--- config.mk ---
export PLATFORM = sky130hd
export DESIGN_NAME = fetch_unit
export DESIGN_NICKNAME = d
export VERILOG_FILES = /design/src/rtl/fetch_pkg.sv /design/src/rtl/fetch_fifo.sv /design/src/rtl/fetch_unit.sv
export SDC_FILE = /design/constraint.sdc
export NUM_CORES = 1
export LEC_CHECK = 0
export CORE_ASPECT_RATIO = 1.4
export CORE_UTILIZATION = 35
export CTS_CLUSTER_SIZE = 16
export DETAILED_ROUTE_END_ITERATION = 10
export PLACE_DENSITY = 0.68
export RECOVER_POWER = 25
export SLEW_MARGIN = 5
export SYNTH_ARGS = -nofsm -noshare
export SYNTH_HDL_FRONTEND = slang
export SYNTH_SLANG_ARGS = --single-unit
--- constraint.sdc ---
create_clock -name clk -period 8.9 [get_ports clk]
set_clock_uncertainty 0.2 [all_clocks]
set_input_delay 1.335 -clock clk [delete_from_list [all_inputs] [get_ports clk]]
set_output_delay 1.335 -clock clk [all_outputs]
set_load 0.02 [all_outputs]
--- src/rtl/fetch_pkg.sv ---
// rtl/fetch_pkg.sv - shared types and constants for the instruction fetch stage
package fetch_pkg;

  localparam logic [31:0] WORD_BYTES = 32'd4;

  typedef enum logic [1:0] {
    S_BOOT,
    S_FETCH,
    S_FLUSH
  } fetch_state_t;

  typedef struct packed {
    logic [3:0] cond;
    logic [1:0] op;
    logic [5:0] funct;
    logic [3:0] rd;
  } instr_fields_t;

endpackage

--- src/rtl/fetch_fifo.sv ---
// rtl/fetch_fifo.sv - prefetch buffer of {pc, instr} pairs with a registered head
module fetch_fifo
  import fetch_pkg::*;
#(
  parameter int DEPTH = 2
) (
  input  logic                     clk,
  input  logic                     rst,
  input  logic                     clear,
  input  logic                     push,
  input  logic [31:0]              push_pc,
  input  logic [31:0]              push_instr,
  input  logic                     pop,
  output logic                     valid,
  output logic [31:0]              head_pc,
  output logic [31:0]              head_instr,
  output logic [$clog2(DEPTH):0]   count
);
  localparam int AW = $clog2(DEPTH);
  localparam int CW = AW + 1;
  localparam logic [CW-1:0] FULL = CW'(DEPTH);

  logic [31:0]   mem_pc    [DEPTH];
  logic [31:0]   mem_instr [DEPTH];
  logic [AW-1:0] wr_ptr, rd_ptr;
  logic          do_push, do_pop;

  assign valid      = (count != '0);
  assign head_pc    = mem_pc[rd_ptr];
  assign head_instr = mem_instr[rd_ptr];
  assign do_pop     = pop & valid;
  // A full buffer still accepts a push when the head leaves in the same cycle.
  assign do_push    = push & ((count != FULL) | do_pop);

  always_ff @(posedge clk or negedge rst) begin
    if (!rst) begin
      wr_ptr <= '0;
      rd_ptr <= '0;
      count  <= '0;
      for (int i = 0; i < DEPTH; i++) begin
        mem_pc[i]    <= '0;
        mem_instr[i] <= '0;
      end
    end else if (clear) begin
      wr_ptr <= '0;
      rd_ptr <= '0;
      count  <= '0;
    end else begin
      if (do_push) begin
        mem_pc[wr_ptr]    <= push_pc;
        mem_instr[wr_ptr] <= push_instr;
        wr_ptr            <= wr_ptr + 1'b1;
      end
      if (do_pop) begin
        rd_ptr <= rd_ptr + 1'b1;
      end
      count <= count + CW'(do_push) - CW'(do_pop);
    end
  end

endmodule

--- src/rtl/fetch_unit.sv ---
// rtl/fetch_unit.sv - PC, credit-limited imem issue, redirect/flush and decoded head instruction
// Optional FETCH_PERF_EN adds perf_fetch_cnt / perf_flush_cnt outputs.
module fetch_unit
  import fetch_pkg::*;
#(
  parameter int          DEPTH    = 2,
  parameter logic [31:0] RESET_PC = 32'h0
) (
  input  logic        clk,
  input  logic        rst,
  output logic        imem_req,
  output logic [31:0] imem_addr,
  input  logic        imem_ready,
  input  logic        imem_rvalid,
  input  logic [31:0] imem_rdata,
  input  logic        branch_taken,
  input  logic [31:0] branch_target,
  output logic        instr_valid,
  input  logic        instr_ready,
  output logic [31:0] instr,
  output logic [31:0] instr_pc,
  output logic [3:0]  cond,
  output logic [1:0]  op,
  output logic [5:0]  funct,
  output logic [3:0]  rd
`ifdef FETCH_PERF_EN
  ,
  output logic [31:0] perf_fetch_cnt,
  output logic [31:0] perf_flush_cnt
`endif
);
  localparam int CW = $clog2(DEPTH) + 1;
  localparam logic [CW:0] CREDITS = (CW+1)'(DEPTH);

  fetch_state_t  state, state_nxt;
  instr_fields_t fields;
  logic [31:0]   fetch_pc, resp_pc, target;
  logic [CW-1:0] outstanding, out_nxt, drop_cnt, drop_nxt, fifo_count;
  logic          accept, push, pop;

  assign accept    = imem_req & imem_ready;
  // Words from before a redirect are discarded, including one landing on the redirect cycle.
  assign push      = imem_rvalid & (drop_cnt == '0) & ~branch_taken;
  assign pop       = instr_valid & instr_ready;
  assign target    = branch_target & ~32'h3;
  assign imem_addr = fetch_pc;

  always_comb begin
    out_nxt = outstanding;
    if (accept && !imem_rvalid) begin
      out_nxt = outstanding + 1'b1;
    end else if (!accept && imem_rvalid) begin
      out_nxt = outstanding - 1'b1;
    end
  end

  always_comb begin
    drop_nxt = drop_cnt;
    if (branch_taken) begin
      drop_nxt = out_nxt;
    end else if (imem_rvalid && drop_cnt != '0) begin
      drop_nxt = drop_cnt - 1'b1;
    end
  end

  always_ff @(posedge clk or negedge rst) begin
    if (!rst) begin
      state <= S_BOOT;
    end else begin
      state <= state_nxt;
    end
  end

  always_comb begin
    state_nxt = state;
    case (state)
      S_BOOT:           state_nxt = S_FETCH;
      S_FETCH, S_FLUSH: state_nxt = (drop_nxt != '0) ? S_FLUSH : S_FETCH;
      default:          state_nxt = S_BOOT;
    endcase
  end

  // Buffered plus in-flight words never exceed the buffer size, so pushes cannot overflow.
  always_comb begin
    imem_req = 1'b0;
    if (state == S_FETCH) begin
      imem_req = ({1'b0, fifo_count} + {1'b0, outstanding}) < CREDITS;
    end
  end

  always_ff @(posedge clk or negedge rst) begin
    if (!rst) begin
      fetch_pc    <= RESET_PC;
      resp_pc     <= RESET_PC;
      outstanding <= '0;
      drop_cnt    <= '0;
    end else begin
      outstanding <= out_nxt;
      drop_cnt    <= drop_nxt;
      if (branch_taken) begin
        fetch_pc <= target;
        resp_pc  <= target;
      end else begin
        if (accept) fetch_pc <= fetch_pc + WORD_BYTES;
        if (push)   resp_pc  <= resp_pc + WORD_BYTES;
      end
    end
  end

  fetch_fifo #(.DEPTH(DEPTH)) u_fifo (
    .clk        (clk),
    .rst        (rst),
    .clear      (branch_taken),
    .push       (push),
    .push_pc    (resp_pc),
    .push_instr (imem_rdata),
    .pop        (pop),
    .valid      (instr_valid),
    .head_pc    (instr_pc),
    .head_instr (instr),
    .count      (fifo_count)
  );

  assign fields = '{cond: instr[31:28], op: instr[27:26], funct: instr[25:20], rd: instr[15:12]};
  assign cond   = fields.cond;
  assign op     = fields.op;
  assign funct  = fields.funct;
  assign rd     = fields.rd;

`ifdef FETCH_PERF_EN
  always_ff @(posedge clk or negedge rst) begin
    if (!rst) begin
      perf_fetch_cnt <= '0;
      perf_flush_cnt <= '0;
    end else begin
      if (push)         perf_fetch_cnt <= perf_fetch_cnt + 32'd1;
      if (branch_taken) perf_flush_cnt <= perf_flush_cnt + 32'd1;
    end
  end
`endif

endmodule

; ---- Yosys cells after proc, flatten, opt, wreduce, memory -nomap -nowiden
; Cells that the tools add are included.
[totals]
word_cells = 82
regBits = 202
[op_classes]
mux = 26
n_eq_ne = 3
addsub = 10
reduce_logical = 17
bitwise_logic = 10
n_lt_le_gt_ge = 4
[op_table]
columns = cell, count
row1 = 32-bit 2-to-1 mux, 11
row2 = 64-bit bitwise mux, 2
row3 = 32-bit by 3-bit adder with 32-bit output (second input constant), 2
row4 = 32-bit demux with 1-bit select, 1
row5 = 2-bit nonzero test, 7
row6 = 2-bit 2-to-1 mux, 6
row7 = 1-bit bitwise AND, 6
row8 = 1-bit 2-to-1 mux, 5
row9 = 2-bit greater-or-equal comparator (second input constant), 2
row10 = 1-bit logical AND, 4
row11 = 2-bit zero test, 2
row12 = 1-bit inverter with 2-bit output, 2
row13 = 2-bit one-hot mux with 2 select lines, 1
row14 = 2-bit by 1-bit subtractor with 2-bit output (second input constant), 2
row15 = 2-bit by 2-bit adder with 3-bit output, 1
row16 = 3-bit by 2-bit less-than comparator with 1-bit output (second input constant), 1
row17 = 1-bit adder (second input constant), 2
row18 = 2-bit by 1-bit adder with 2-bit output, 1
row19 = 2-bit by 1-bit adder with 2-bit output (second input constant), 1
row20 = 2-bit by 1-bit == test with 1-bit output (second input constant), 1
row21 = 2-bit == test (second input constant), 1
row22 = 1-bit zero test, 2
row23 = 2-bit by 1-bit less-than comparator with 1-bit output (second input constant), 1
row24 = 2-bit != test (second input constant), 1
row25 = 5 further kinds, 5

; ---- Logic depth before layout (Yosys ltp)
[depth]
word_depth = 12
ltp_mapped = 8

; ---- Hierarchy
; Synthesis repeated with hierarchy kept, for this count alone.
[hier_totals]
cells_unflattened = 848
hier_area_um2 = 10333.7
[by_module_without_submodules]
columns = module, area_each_um2, cells_per_inst, n_inst
row1 = fetch_fifo, 5975.7, 364, 1
row2 = fetch_unit, 4357.9, 484, 1

; ---- Least setup slack after synthesis
; Ideal clock, no wire load.
[synth_path]
path_type = flip-flop to output port
from = register outstanding[0]
to = output port imem_req
stages_incl_launch_ff = 5
arrival_ns = 1.637
slack_ns = 5.728
t_required_ns = 7.365
n_path_buf = 0
path_cell_list = dfrtp_1 and2_1 fa_1 or3b_2 inv_1
[synth_between]
elab_chain_cells = 3
[synth_lines]
columns = element, line_no
row1 = start: declaration, fetch_unit.sv:38  ; logic [CW-1:0] outstanding, out_nxt, drop_cnt, drop_nxt, fifo_count;
row2 = start signal: assignment, fetch_unit.sv:98  ; outstanding <= out_nxt;
row3 = 2-bit by 2-bit adder with 3-bit output, fetch_unit.sv:87  ; imem_req = ({1'b0, fifo_count} + {1'b0, outstanding}) < CREDITS;
row4 = 3-bit by 2-bit less-than comparator with 1-bit output, fetch_unit.sv:87
row5 = 1-bit 2-to-1 mux, fetch_unit.sv:86  ; if (state == S_FETCH) begin
row6 = end: declaration, fetch_unit.sv:11  ; output logic imem_req,
; No other way between the ends.

==> results.yml <==
outcome:
  status: "finished, violations left"
  violations: "capacitance limit, slew limit"
pwr:
  p_switching_mw: 1.32
  ir_drop_v: 0.000143
  combPwrFrac_pct: 44.6
  clkPwrFrac_pct: 20.5
  switching_share_pct: 34.0
  pwr-share-seq_pct: 34.9
  leakage_nw: 4.99
  p_int_mw: 2.55
  power.density_nw_per_um2: 320
routing:
  firstDrtPassIters: 4
  drc: 0
  num_vias: 6107
  viasPerCell: 4.85
  ant_nets: 0
  postRouteWirelength_mm: 21.3
  drt-wirelength-per-cell_microns: 16.9
  drt_iter0_markers: 172
grt:
  grt_usage_pct: 16.3
  grt_first_pass_wirelength_mm: 34.7
  grt_overflow: 0
  antenna_found_initial: 0
  grt_max_degree: 83
  grt_pass1_vias: 6378
yosys:
  syn_area_sq_um: 9490
  synth_ff_type: "dfrtp_1"
  yosysTopAreaCell: "dfrtp_1"
  yosysWarnings: 0
  ys_seq_area_share_pct: 51.2
  ys_top_cells_by_count: "221 x mux2_2, 194 x dfrtp_1, 43 x xnor2_1, 23 x nand2_1"
  synth_edf_count: 0
  synthTopCellsByArea: "dfrtp_1 51%, mux2_2 26%, xnor2_1 4.0%"
  synthCells: 732
  synth_cell_types: 48
  avgSynthCellArea_sq_um: 13.0
  async_flop_share_pct: 100
  synth.ff_latch_count: 194
  synth_top_area_share_pct: 51.2
  synth_most_common_cell: "mux2_2"
sta:
  final_hold_viol_count: 0
  fin_crit_sh_pct: 56.0
  setup_viol: 0
  maxSlewViolCount: 61
  worst_pin_slew_ns: 3.30
  grt_setup_unrepaired: "no"
  worst_slack_ns: 3.92
  timing.final.crit_period_ns: 4.98
  final.setup.tns_ns: 0
  fmax_mhz: 201
  slew_headroom_pct: -120
placement:
  dpl_cell_area_sq_um: 11500
  portBuffers: 177
  place_ws_ns: 4.54
  dp_hpwl_mm: 14.4
  gp_congestion: 0.755
run:
  maxCapViolCount: 1
critical_path:
  setup.worst_path.end_class: "asynchronous set/reset pin"
  cp-start-kind: "primary input"
  crit_slowest_cell: "clkbuf_1"
  cp_max_fo: 82
  worst-path-buf-inv: 2
  slowest_delay_ns: 2.37
  worstPathCellList: "clkbuf_8, clkbuf_1"
  critPathTopFamily: "buffers and inverters"
  timing.setup.critical_path_class: "in -> async"
  crit_required_ns: 8.26
  cp.arrival_ns: 4.34
floorplanning:
  core_sq_um: 26400
  io_pins: 184
  die_x_microns: 141
  initial_utilization_pct: 36.0
  rows: 70
  die_h_microns: 197
  die_area_sq_um: 27800
cts:
  insertion_delay_ns: 0.44
  clk_pin_slew_ns: 0.08
  cts_resized: 0
  cts_tree: "yes"
  cts_setup_buffers: 0
  root_buffer: "clkbuf_16"
  clock_path_buffers: 2
  cts_hold_buf: 0
  cts.sinks: 194
  cts_max_level: 4
  cts_made_buffers: 17
layout:
  drive_above_1_share_pct: 30.8
  fin_area_sq_um: 12100
  area_growth_pct: 27.4
  final_nets: 964
  diodes: 0
worst_hold_path:
  hp-class: "reg -> reg"
==> registers in the layout, summed over array words and instances (netlist names) <==
signal,count
u_fifo.count,2
state,2
resp_pc,30
u_fifo.rd_ptr,1
imem_addr,30
outstanding,2
u_fifo.mem_pc,60
u_fifo.wr_ptr,1
drop_cnt,2
u_fifo.mem_instr,64
==> cell usage in the layout (no fill, tap or decap), types with 2 or more instances in the layout <==
master and instances:
nand2_1 23, nor4_1 3, nor2_1 15, mux2_2 221, nand4_1 18, or2_2 4
conb_1 4, nor3_2 2, clkdlybuf4s50_1 174, inv_1 17, and4_1 3, clkbuf_8 2
nand3_1 17, dfrtp_1 193, clkbuf_1 2, nor3_1 9, and2_1 3, a21oi_1 6
o21ai_0 2, a21boi_1 8, ha_1 8, clkinv_4 3, nor2b_1 5, a21boi_0 9
nor4_4 5, buf_4 5, and3_1 10, dlygate4sd3_1 2, xnor2_1 43, mux2i_1 3
inv_6 5, bufinv_16 2, o21a_1 2, clkbuf_16 17, xor2_1 20, nand2b_1 10
==> layout make-up <==
cell class	count	area, sq um
Clock inverter	14	170
Inverter	17	63.8
Tap cell	360	450
Multi-Input combinational cell	471	4290
Clock buffer	18	439
Fill cell	2430	14300
Sequential cell	194	4860
Timing Repair Buffer	184	1820
==> power groups by stage <==
stage          clock network, mW  registers [mW]  logic, mW
6_report                   0.792            1.35       1.73
5_1_grt                    0.858            1.40       1.85
4_1_cts                    0.822            1.35       1.76
3_5_place_dp                   0            1.37       1.75
3_3_place_gp                   0            1.36       1.73
2_1_floorplan                  0            1.33       1.12
==> path summary, 6_finish.rpt <==
| path | start | endpoint | slack, ns | depth (start not counted) |
|---|---|---|---|---|
| worst max-delay path | rst | u_fifo.rd_ptr$_DFFE_PN0P_ | 3.92 | 2 |
| worst min-delay path | u_fifo.mem_instr[31]$_DFFE_PN0P_ | u_fifo.mem_instr[31]$_DFFE_PN0P_ | 0.30 | 1 |
| worst max register to register | outstanding[0]$_DFF_PN0_ | imem_addr[31]$_DFFE_PN0N_ | 5.49 | 7 |
| worst min register to register | u_fifo.mem_instr[31]$_DFFE_PN0P_ | u_fifo.mem_instr[31]$_DFFE_PN0P_ | 0.30 | 1 |
| max in group clk | u_fifo.rd_ptr$_DFFE_PN0P_ | instr_pc[20] | 4.68 | 3 |
| min in group asynchronous | rst | u_fifo.mem_pc[59]$_DFFE_PN0P_ | 0.73 | 1 |
==> per-layer routing <==
| layer | track usage [%] | wire (microns) | vias to the layer above |
|---|---|---|---|
| met3 | 3.40 | 841 | 21 |
| met1 | 19.6 | 8940 | 3098 |
| met5 | 0 | 0 | - |
| met2 | 28.3 | 11100 | 138 |
| li1 | - | - | 2850 |
| met4 | 6.36 | 446 | 0 |
==> through the flow <==
stage	utilization (%)	power, mW	cells	hold slack [ns]
after floorplan	-	2.45	735	0.275
after global placement	43.6	3.09	1226	0.283
after detailed placement	43.6	3.12	1226	0.291
after CTS	45.9	3.93	1258	0.308
after global routing	45.9	4.10	1258	0.316
final	45.9	3.87	1258	0.302
==> cell families after synthesis <==
kind of cell / count (synthesis) / synth area share, %
buffers and inverters: 70 / 3.82
other: 1 / 0.0395
DFF: 194 / 51.2
muxes: 224 / 26.5
adders and majority gates: 9 / 1.27
and+or+nand+nor: 138 / 8.93
xor gates and xnor gates: 63 / 5.81
AOI/OAI and AO/OA: 33 / 2.44
(Power assumes the default switching activity.)
